$ cat config.mk
export PLATFORM = sky130hd
export DESIGN_NAME = example_down_timer
export DESIGN_NICKNAME = d
export VERILOG_FILES = /design/src/rtl/example_down_timer.sv
export SDC_FILE = /design/constraint.sdc
export NUM_CORES = 1
export LEC_CHECK = 0
export ABC_AREA = 1
export CAP_MARGIN = 0
export CORE_ASPECT_RATIO = 1.4
export CORE_MARGIN = 2
export CORE_UTILIZATION = 34
export CTS_CLUSTER_DIAMETER = 200
export DETAILED_ROUTE_END_ITERATION = 12
export PLACE_DENSITY = 0.54
export SYNTH_ARGS = -nofsm -noshare
export SYNTH_HDL_FRONTEND = slang
export SYNTH_SLANG_ARGS = --single-unit
$ cat constraint.sdc
create_clock -name clk -period 4.2 [get_ports clk]
set_clock_uncertainty 0.15 [all_clocks]
set_input_delay 1.26 -clock clk [delete_from_list [all_inputs] [get_ports clk]]
set_output_delay 1.26 -clock clk [all_outputs]
set_load 0.01 [all_outputs]
$ cat src/rtl/example_down_timer.sv
// Programmable down-counting timer with a one-cycle expiry pulse, a sticky irq and optional auto-reload.
// Optional prescaler enabled with `define EXAMPLE_DOWN_TIMER_PRESCALE_EN (adds the prescale input).
module example_down_timer #(
  parameter int WIDTH       = 8,
  parameter int PRESC_WIDTH = 8
) (
  input  logic                   clk,
  input  logic                   rst,
  input  logic                   load,
  input  logic [WIDTH-1:0]       load_value,
  input  logic                   start,
  input  logic                   stop,
  input  logic                   auto_reload,
  input  logic                   irq_clr,
`ifdef EXAMPLE_DOWN_TIMER_PRESCALE_EN
  input  logic [PRESC_WIDTH-1:0] prescale,
`endif
  output logic [WIDTH-1:0]       count,
  output logic                   running,
  output logic                   expired,
  output logic                   irq
);

  localparam logic [1:0] ST_IDLE = 2'd0;
  localparam logic [1:0] ST_RUN  = 2'd1;
  localparam logic [1:0] ST_DONE = 2'd2;

`ifndef EXAMPLE_DOWN_TIMER_PRESCALE_EN
  // A fixed prescale of zero keeps the prescale counter at 0, so every RUN cycle is a tick.
  localparam logic [PRESC_WIDTH-1:0] prescale = '0;
`endif

  logic [1:0]             state, state_d;
  logic [WIDTH-1:0]       count_d;
  logic [WIDTH-1:0]       reload_reg, reload_d;
  logic [PRESC_WIDTH-1:0] presc_cnt, presc_d;
  logic                   tick;
  logic                   expire;
  logic                   irq_d;

  assign tick    = (presc_cnt == prescale);
  assign running = (state == ST_RUN);

  // Priority per edge: load > stop > start > decrement (rst is handled in the register block).
  always_comb begin
    // NOTE: every combinational output gets a default first so no path can infer a latch.
    state_d  = state;
    count_d  = count;
    reload_d = reload_reg;
    presc_d  = presc_cnt;
    expire   = 1'b0;

    if (load) begin
      count_d  = load_value;
      reload_d = load_value;
      presc_d  = '0;
      if (load_value == '0)
        state_d = ST_IDLE;
      else if (state == ST_RUN || start)
        state_d = ST_RUN;
      else
        state_d = ST_IDLE;
    end else if (stop) begin
      presc_d = '0;
      if (state == ST_RUN)
        state_d = ST_IDLE;
    end else if (start && state != ST_RUN) begin
      presc_d = '0;
      if (count != '0)
        state_d = ST_RUN;
    end else if (state == ST_RUN) begin
      if (tick) begin
        presc_d = '0;
        if (count == WIDTH'(1)) begin
          expire = 1'b1;
          if (auto_reload && reload_reg != '0) begin
            count_d = reload_reg;
          end else begin
            count_d = '0;
            state_d = ST_DONE;
          end
        end else begin
          count_d = count - WIDTH'(1);
        end
      end else begin
        presc_d = presc_cnt + PRESC_WIDTH'(1);
      end
    end
  end

  // A new expiry wins over a simultaneous clear so no event is lost.
  assign irq_d = expire | (irq & ~irq_clr);

  always_ff @(posedge clk) begin
    // NOTE: state uses non-blocking assignments so all registers update from the same pre-edge values.
    if (rst) begin
      state      <= ST_IDLE;
      count      <= '0;
      reload_reg <= '0;
      presc_cnt  <= '0;
      expired    <= 1'b0;
      irq        <= 1'b0;
    end else begin
      state      <= state_d;
      count      <= count_d;
      reload_reg <= reload_d;
      presc_cnt  <= presc_d;
      expired    <= expire;
      irq        <= irq_d;
    end
  end

endmodule

==> results of run 1 <==
synth_stat cells:
cell | count | area (sq um)
a21oi_1 | 19 | 95.1
buf_6 | 1 | 11.3
nor2_2 | 3 | 18.8
nand4_1 | 3 | 18.8
nand3b_1 | 2 | 15.0
a211oi_1 | 1 | 7.51
nand3_1 | 11 | 55.1
buf_2 | 3 | 15.0
inv_2 | 4 | 15.0
o21ai_1 | 1 | 5.00
nand2_1 | 70 | 263
nor2_4 | 2 | 22.5
nor3_2 | 3 | 30.0
nand2_4 | 2 | 22.5
nand3_2 | 1 | 10.0
o21ai_2 | 1 | 8.76
nor3_1 | 1 | 5.00
nand2_2 | 2 | 12.5
xnor2_1 | 1 | 8.76
inv_1 | 35 | 131
dfxtp_1 | 28 | 561
clkbuf_1 | 1 | 3.75
o21ai_0 | 17 | 85.1
ha_1 | 5 | 62.6
nor2_1 | 46 | 173
xor2_1 | 2 | 17.5
final timing paths:
check          startpoint  endpoint  slack (ps)
max              state[0]   running        1320
min                   irq       irq         320
min reg2reg           irq       irq         320
max reg2reg  presc_cnt[0]  count[6]        2590
tightest hold or removal path, stage by stage, from the launching register on:
cell and delay (ps):
dfxtp_1 320, nand2_1 60, o21ai_0 60
metal layers:
layer	part of all wire (%)	track usage, %	wire length [um]	vias to the layer above
met5	0	0	0	-
met4	3.0	7.51	121	0
met3	2.6	1.68	106	9
met2	53	30.4	2120	26
met1	41	17.7	1660	710
li1	-	-	-	875
kinds of logic after synthesis:
logic type               synth area share, %
AND/OR/NAND/NOR                         38.6
buffers and inverters                   10.5
AO/OA/AOI/OAI                           12.0
flip-flops                              33.5
adder cells (fa/ha/maj)                 3.74
XOR/XNOR                                1.57
area by class of cell:
cell class	instances	area (sq um)
Clock buffer	3	41.3
Inverter	39	146
Clock inverter	1	30.0
Sequential cell	28	561
Multi-Input combinational cell	193	936
Timing Repair Buffer	25	250
Fill cell	567	2760
Tap cell	64	80.1
metrics by stage:
stage               setup slack [ps]  cell area, sq um
detailed placement              1100              1970
global route                    1230              2040
floorplan                       2050              1670
CTS                             1300              2040
finish                          1320              2040
global placement                1150              1970
report_power, final:
part	total, W	internal, W	switching, W
Clock	0.000210	0.000128	0.0000826
Sequential	0.000296	0.000280	0.0000157
Combinational	0.000164	0.0000695	0.0000948
Total	0.000670	0.000477	0.000193
==> flow_metrics.env, run 1 <==
export IMPL_clock_path_buffers=2
export IMPL_avgSynthCellArea_sq_um=6.31
export IMPL_reg2reg_depth=9
export IMPL_ir_drop_uv=142
export IMPL_vias=1620
export IMPL_drc=0
export IMPL_htreeDepth=1
export IMPL_finalSetupViolCount=0
export IMPL_start_util_pct=34.8
export IMPL_design_core_area_sq_um=4800
export IMPL_clk_pin_slew_worst_paths_ps=90
export IMPL_syn_area_sq_um=1670
export IMPL_syn_inst=265
export IMPL_antenna_cells=0
export IMPL_dieArea_sq_um=5510
export IMPL_grt_pass1_wl_um=6870
export IMPL_grt_overflow_total=0
export IMPL_cts_tree="built"
export IMPL_clkSinkCount=28
export IMPL_place_congestion=0.787
export IMPL_synth_nets=285
export IMPL_crit_arrival_ps=1470
export IMPL_path_cells="inv_1, nor2_4, clkdlybuf4s50_1"
export IMPL_numCtsBuffers=3
export IMPL_hold_viol=0
export IMPL_yosysSeqAreaShare_pct=33.5
export IMPL_rsz0062_at_grt="no"
export IMPL_pin_count=26
export IMPL_syn2layout_area_growth_pct=22.2
export IMPL_fin_crit_sh_pct=68.6
export IMPL_first_pass_iters=4
export IMPL_die_h_um=87.0
export IMPL_crit_path_max_incr_delay_ps=580
export IMPL_layout_common_cells="nand2_1 (70), nor2_1 (46), inv_1 (35)"
export IMPL_cts_resized=0
export IMPL_max_freq_mhz=347
export IMPL_hold_depth=2
export IMPL_relSlewSlack_pct=71.8
export IMPL_whs_ps=324
export IMPL_outcome="completed"
export IMPL_tightest_slew_ps=422
export IMPL_grt_max_degree=17
export IMPL_worstSetupPathType="flop to primary output"
export IMPL_antenna_found_initial=0
export IMPL_first_iter_violations=70
export IMPL_powerDensity_nw_per_um2=328
export IMPL_cts_hold_buf=0
export IMPL_drv_slew=0
export IMPL_crit_slowest_cell="clkdlybuf4s50_1"
export IMPL_fin_crit_ps=2880
export IMPL_finalSetupTns_ps=0
export IMPL_drtAntennaViolNets=0
export IMPL_cp_buffers_inverters=2
export IMPL_cp_top_family="buffers and inverters"
export IMPL_place_inst=349
export IMPL_layout_commonest_cell="nand2_1"
export IMPL_grt_pass1_vias=1556
export IMPL_synth_seq_cells=28
export IMPL_drive_above_1_share_pct=7.61
export IMPL_avgViaCountPerCell=4.59
export IMPL_leakagePower_nw=0.928
export IMPL_cts_root_buf="clkbuf_8"
export IMPL_cp_required_ps=2790
export IMPL_worstPathMaxFanout=8
export IMPL_clk_latency_ps=280
export IMPL_yosysWarningCount=0
export IMPL_num_nets_final=310
export IMPL_final_cells=353
export IMPL_track_usage_pct=16.0
export IMPL_post_cts_buffers=0
export IMPL_start_kind="flop"
export IMPL_dp_hpwl_um=3260
export IMPL_p_total_w=0.000670
export IMPL_die_x_um=63.3
export IMPL_synth_cell_types=26
export IMPL_cp_depth=3
export IMPL_cp_end_kind="primary output"
export IMPL_wl_um=4000
export IMPL_numPortBuffers=25
export IMPL_maxCapViolCount=0
export IMPL_worstHoldPathType="flop to flop"
export IMPL_wl_per_cell_um=11.3
export IMPL_finish_utilization_pct=42.6
export IMPL_rows=30
(Power assumes the default switching activity.)
==> run 2, diff against run 1 <==
--- a/config.mk
+++ b/config.mk
@@ -12,7 +12,7 @@
 export CORE_UTILIZATION = 34
 export CTS_CLUSTER_DIAMETER = 200
 export DETAILED_ROUTE_END_ITERATION = 12
-export PLACE_DENSITY = 0.54
+export PLACE_DENSITY = 0.56
 export SYNTH_ARGS = -nofsm -noshare
 export SYNTH_HDL_FRONTEND = slang
 export SYNTH_SLANG_ARGS = --single-unit
==> constraint.sdc (replaced) <==
create_clock -name clk -period 2.6 [get_ports clk]
set_clock_uncertainty 0.15 [all_clocks]
set_input_delay 0.78 -clock clk [delete_from_list [all_inputs] [get_ports clk]]
set_output_delay 0.78 -clock clk [all_outputs]
set_load 0.01 [all_outputs]
==> run 2 against run 1 <==
Net effect: highest routed layer unchanged; count of clock-buffer cells in the layout unchanged; first-iteration DRC count down 10%; register-to-register slack got worse by 1700 ps; critical path type unchanged; global-route usage rose by 0.19 points; critical path depth did not move; largest cell class unchanged; cell count is 0.85% higher; sequential share of layout area stayed put.
==> flow_metrics.env, run 2 (synthesis results as in run 1) <==
export IMPL_outcome="completed"
export IMPL_tightest_slew_ps=432
export IMPL_drc=0
export IMPL_grt_util_met1_pct=17.1
export IMPL_syn2layout_area_growth_pct=22.2
export IMPL_layout_commonest_cell="nand2_1"
export IMPL_stdcell_area_sq_um=2040
export IMPL_numCtsBuffers=3
export IMPL_fin_crit_sh_pct=92.8
export IMPL_rr_endpoint="count[6]"
export IMPL_cp_required_ps=1670
export IMPL_wl_per_cell_um=11.8
export IMPL_layout_common_cells="nand2_1 (70), nor2_1 (46), inv_1 (35)"
export IMPL_die_x_um=63.3
export IMPL_num_nets_final=314
export IMPL_busiest_layer="met2"
export IMPL_clkSinkCount=28
export IMPL_r2r_start="presc_cnt[0]"
export IMPL_powerDensity_nw_per_um2=483
export IMPL_clk_pin_slew_worst_paths_ps=90
export IMPL_fin_crit_ps=2410
export IMPL_wl_um=4180
export IMPL_clk_latency_ps=270
export IMPL_hold_depth=2
export IMPL_dp_hpwl_um=3390
export IMPL_finalSetupTns_ps=0
export IMPL_path_cells="inv_1, nor2_4, clkdlybuf4s50_1"
export IMPL_use_met3_pct=1.94
export IMPL_crit_slowest_cell="clkdlybuf4s50_1"
export IMPL_drive_above_1_share_pct=8.56
export IMPL_leakagePower_nw=0.933
export IMPL_reg2reg_depth=9
export IMPL_cp_top_family="buffers and inverters"
export IMPL_grt_pass1_wl_um=7070
export IMPL_place_congestion=0.824
export IMPL_die_h_um=87.0
export IMPL_whs_endpoint="irq"
export IMPL_grt_util_met2_pct=32.6
export IMPL_start_kind="flop"
export IMPL_htreeDepth=1
export IMPL_antenna_cells=0
export IMPL_first_pass_iters=4
export IMPL_finalSetupViolCount=0
export IMPL_numPortBuffers=25
export IMPL_min_from="irq"
export IMPL_max_freq_mhz=415
export IMPL_start_util_pct=34.8
export IMPL_clock_path_buffers=2
export IMPL_crit_path_max_incr_delay_ps=580
export IMPL_r2r_slack_ps=890
export IMPL_drv_slew=0
export IMPL_cts_tree="built"
export IMPL_design_core_area_sq_um=4800
export IMPL_cp_end_kind="primary output"
export IMPL_cts_hold_buf=0
export IMPL_relSlewSlack_pct=71.2
export IMPL_drtAntennaViolNets=0
export IMPL_rsz0062_at_grt="no"
export IMPL_worstSetupPathType="flop to primary output"
export IMPL_avgViaCountPerCell=4.62
export IMPL_cts_resized=0
export IMPL_maxCapViolCount=0
export IMPL_cp_buffers_inverters=2
export IMPL_placed_area_sq_um=2000
export IMPL_crit_arrival_ps=1480
export IMPL_grt_max_degree=15
export IMPL_antenna_found_initial=0
export IMPL_hold_viol=0
export IMPL_grt_pass1_vias=1614
export IMPL_worstPathMaxFanout=8
export IMPL_vias=1645
export IMPL_pin_count=26
export IMPL_post_cts_buffers=0
export IMPL_grt_overflow_total=0
export IMPL_cts_root_buf="clkbuf_8"
export IMPL_dieArea_sq_um=5510
export IMPL_worstHoldPathType="flop to flop"
export IMPL_rows=30
export IMPL_ir_drop_uv=256
export IMPL_first_iter_violations=63
export IMPL_track_usage_pct=16.2
[run 2: layer usage]
| metal | share of wire [%] | up-vias |
|---|---|---|
| li1 | - | 877 |
| met1 | 42 | 733 |
| met2 | 53 | 26 |
| met3 | 2.2 | 9 |
| met4 | 2.4 | 0 |
| met5 | 0 | - |
[run 2: layout make-up]
| type | count | area [sq um] |
|---|---|---|
| clock buffers | 3 | 41.3 |
| fillers | 565 | 2760 |
| inverters | 39 | 146 |
| multi-input cells | 193 | 936 |
| flip-flops and latches | 28 | 561 |
| well taps | 64 | 80.1 |
| repair buffers | 29 | 280 |
[run 2: worst max path at each step]
stage                  start        to  slack [ps]  cells after the start
CTS                 state[0]   running         170                      3
global route        state[0]   running         120                      3
detailed placement      load  count[2]         170                      5
floorplan               load  state[0]         930                      7
global placement        load  count[4]         210                      5
finish              state[0]   running         190                      3
[run 2: power by group]
part / internal, W / leakage, nW / switching, W
clock: 0.000104 / 0.0216 / 0.000133
combinational: 0.000116 / 0.682 / 0.000155
sequential: 0.000452 / 0.229 / 0.0000261
total: 0.000673 / 0.933 / 0.000314
[run 2: worst reg2reg max path: stages (launching register included)]
cell and delay [ps]:
dfxtp_1 340, inv_1 110, ha_1 180, nand3_1 80, nor2_1 130, nand3_1 130, nand2_2 220, inv_1 90
nor2_1 120, a21oi_1 80
[run 2: per-stage QoR]
stage          setup slack [ps]  instances  total power, W  hold slack (ps)  util (%)
3_5_place_dp                173        353        0.000762              321      41.7
2_1_floorplan               932        265        0.000660              302         -
3_3_place_gp                212        353        0.000762              318      41.7
4_1_cts                     170        356        0.000996              332      42.6
6_report                    188        356        0.000987              328      42.6
5_1_grt                     115        356         0.00105              354      42.6
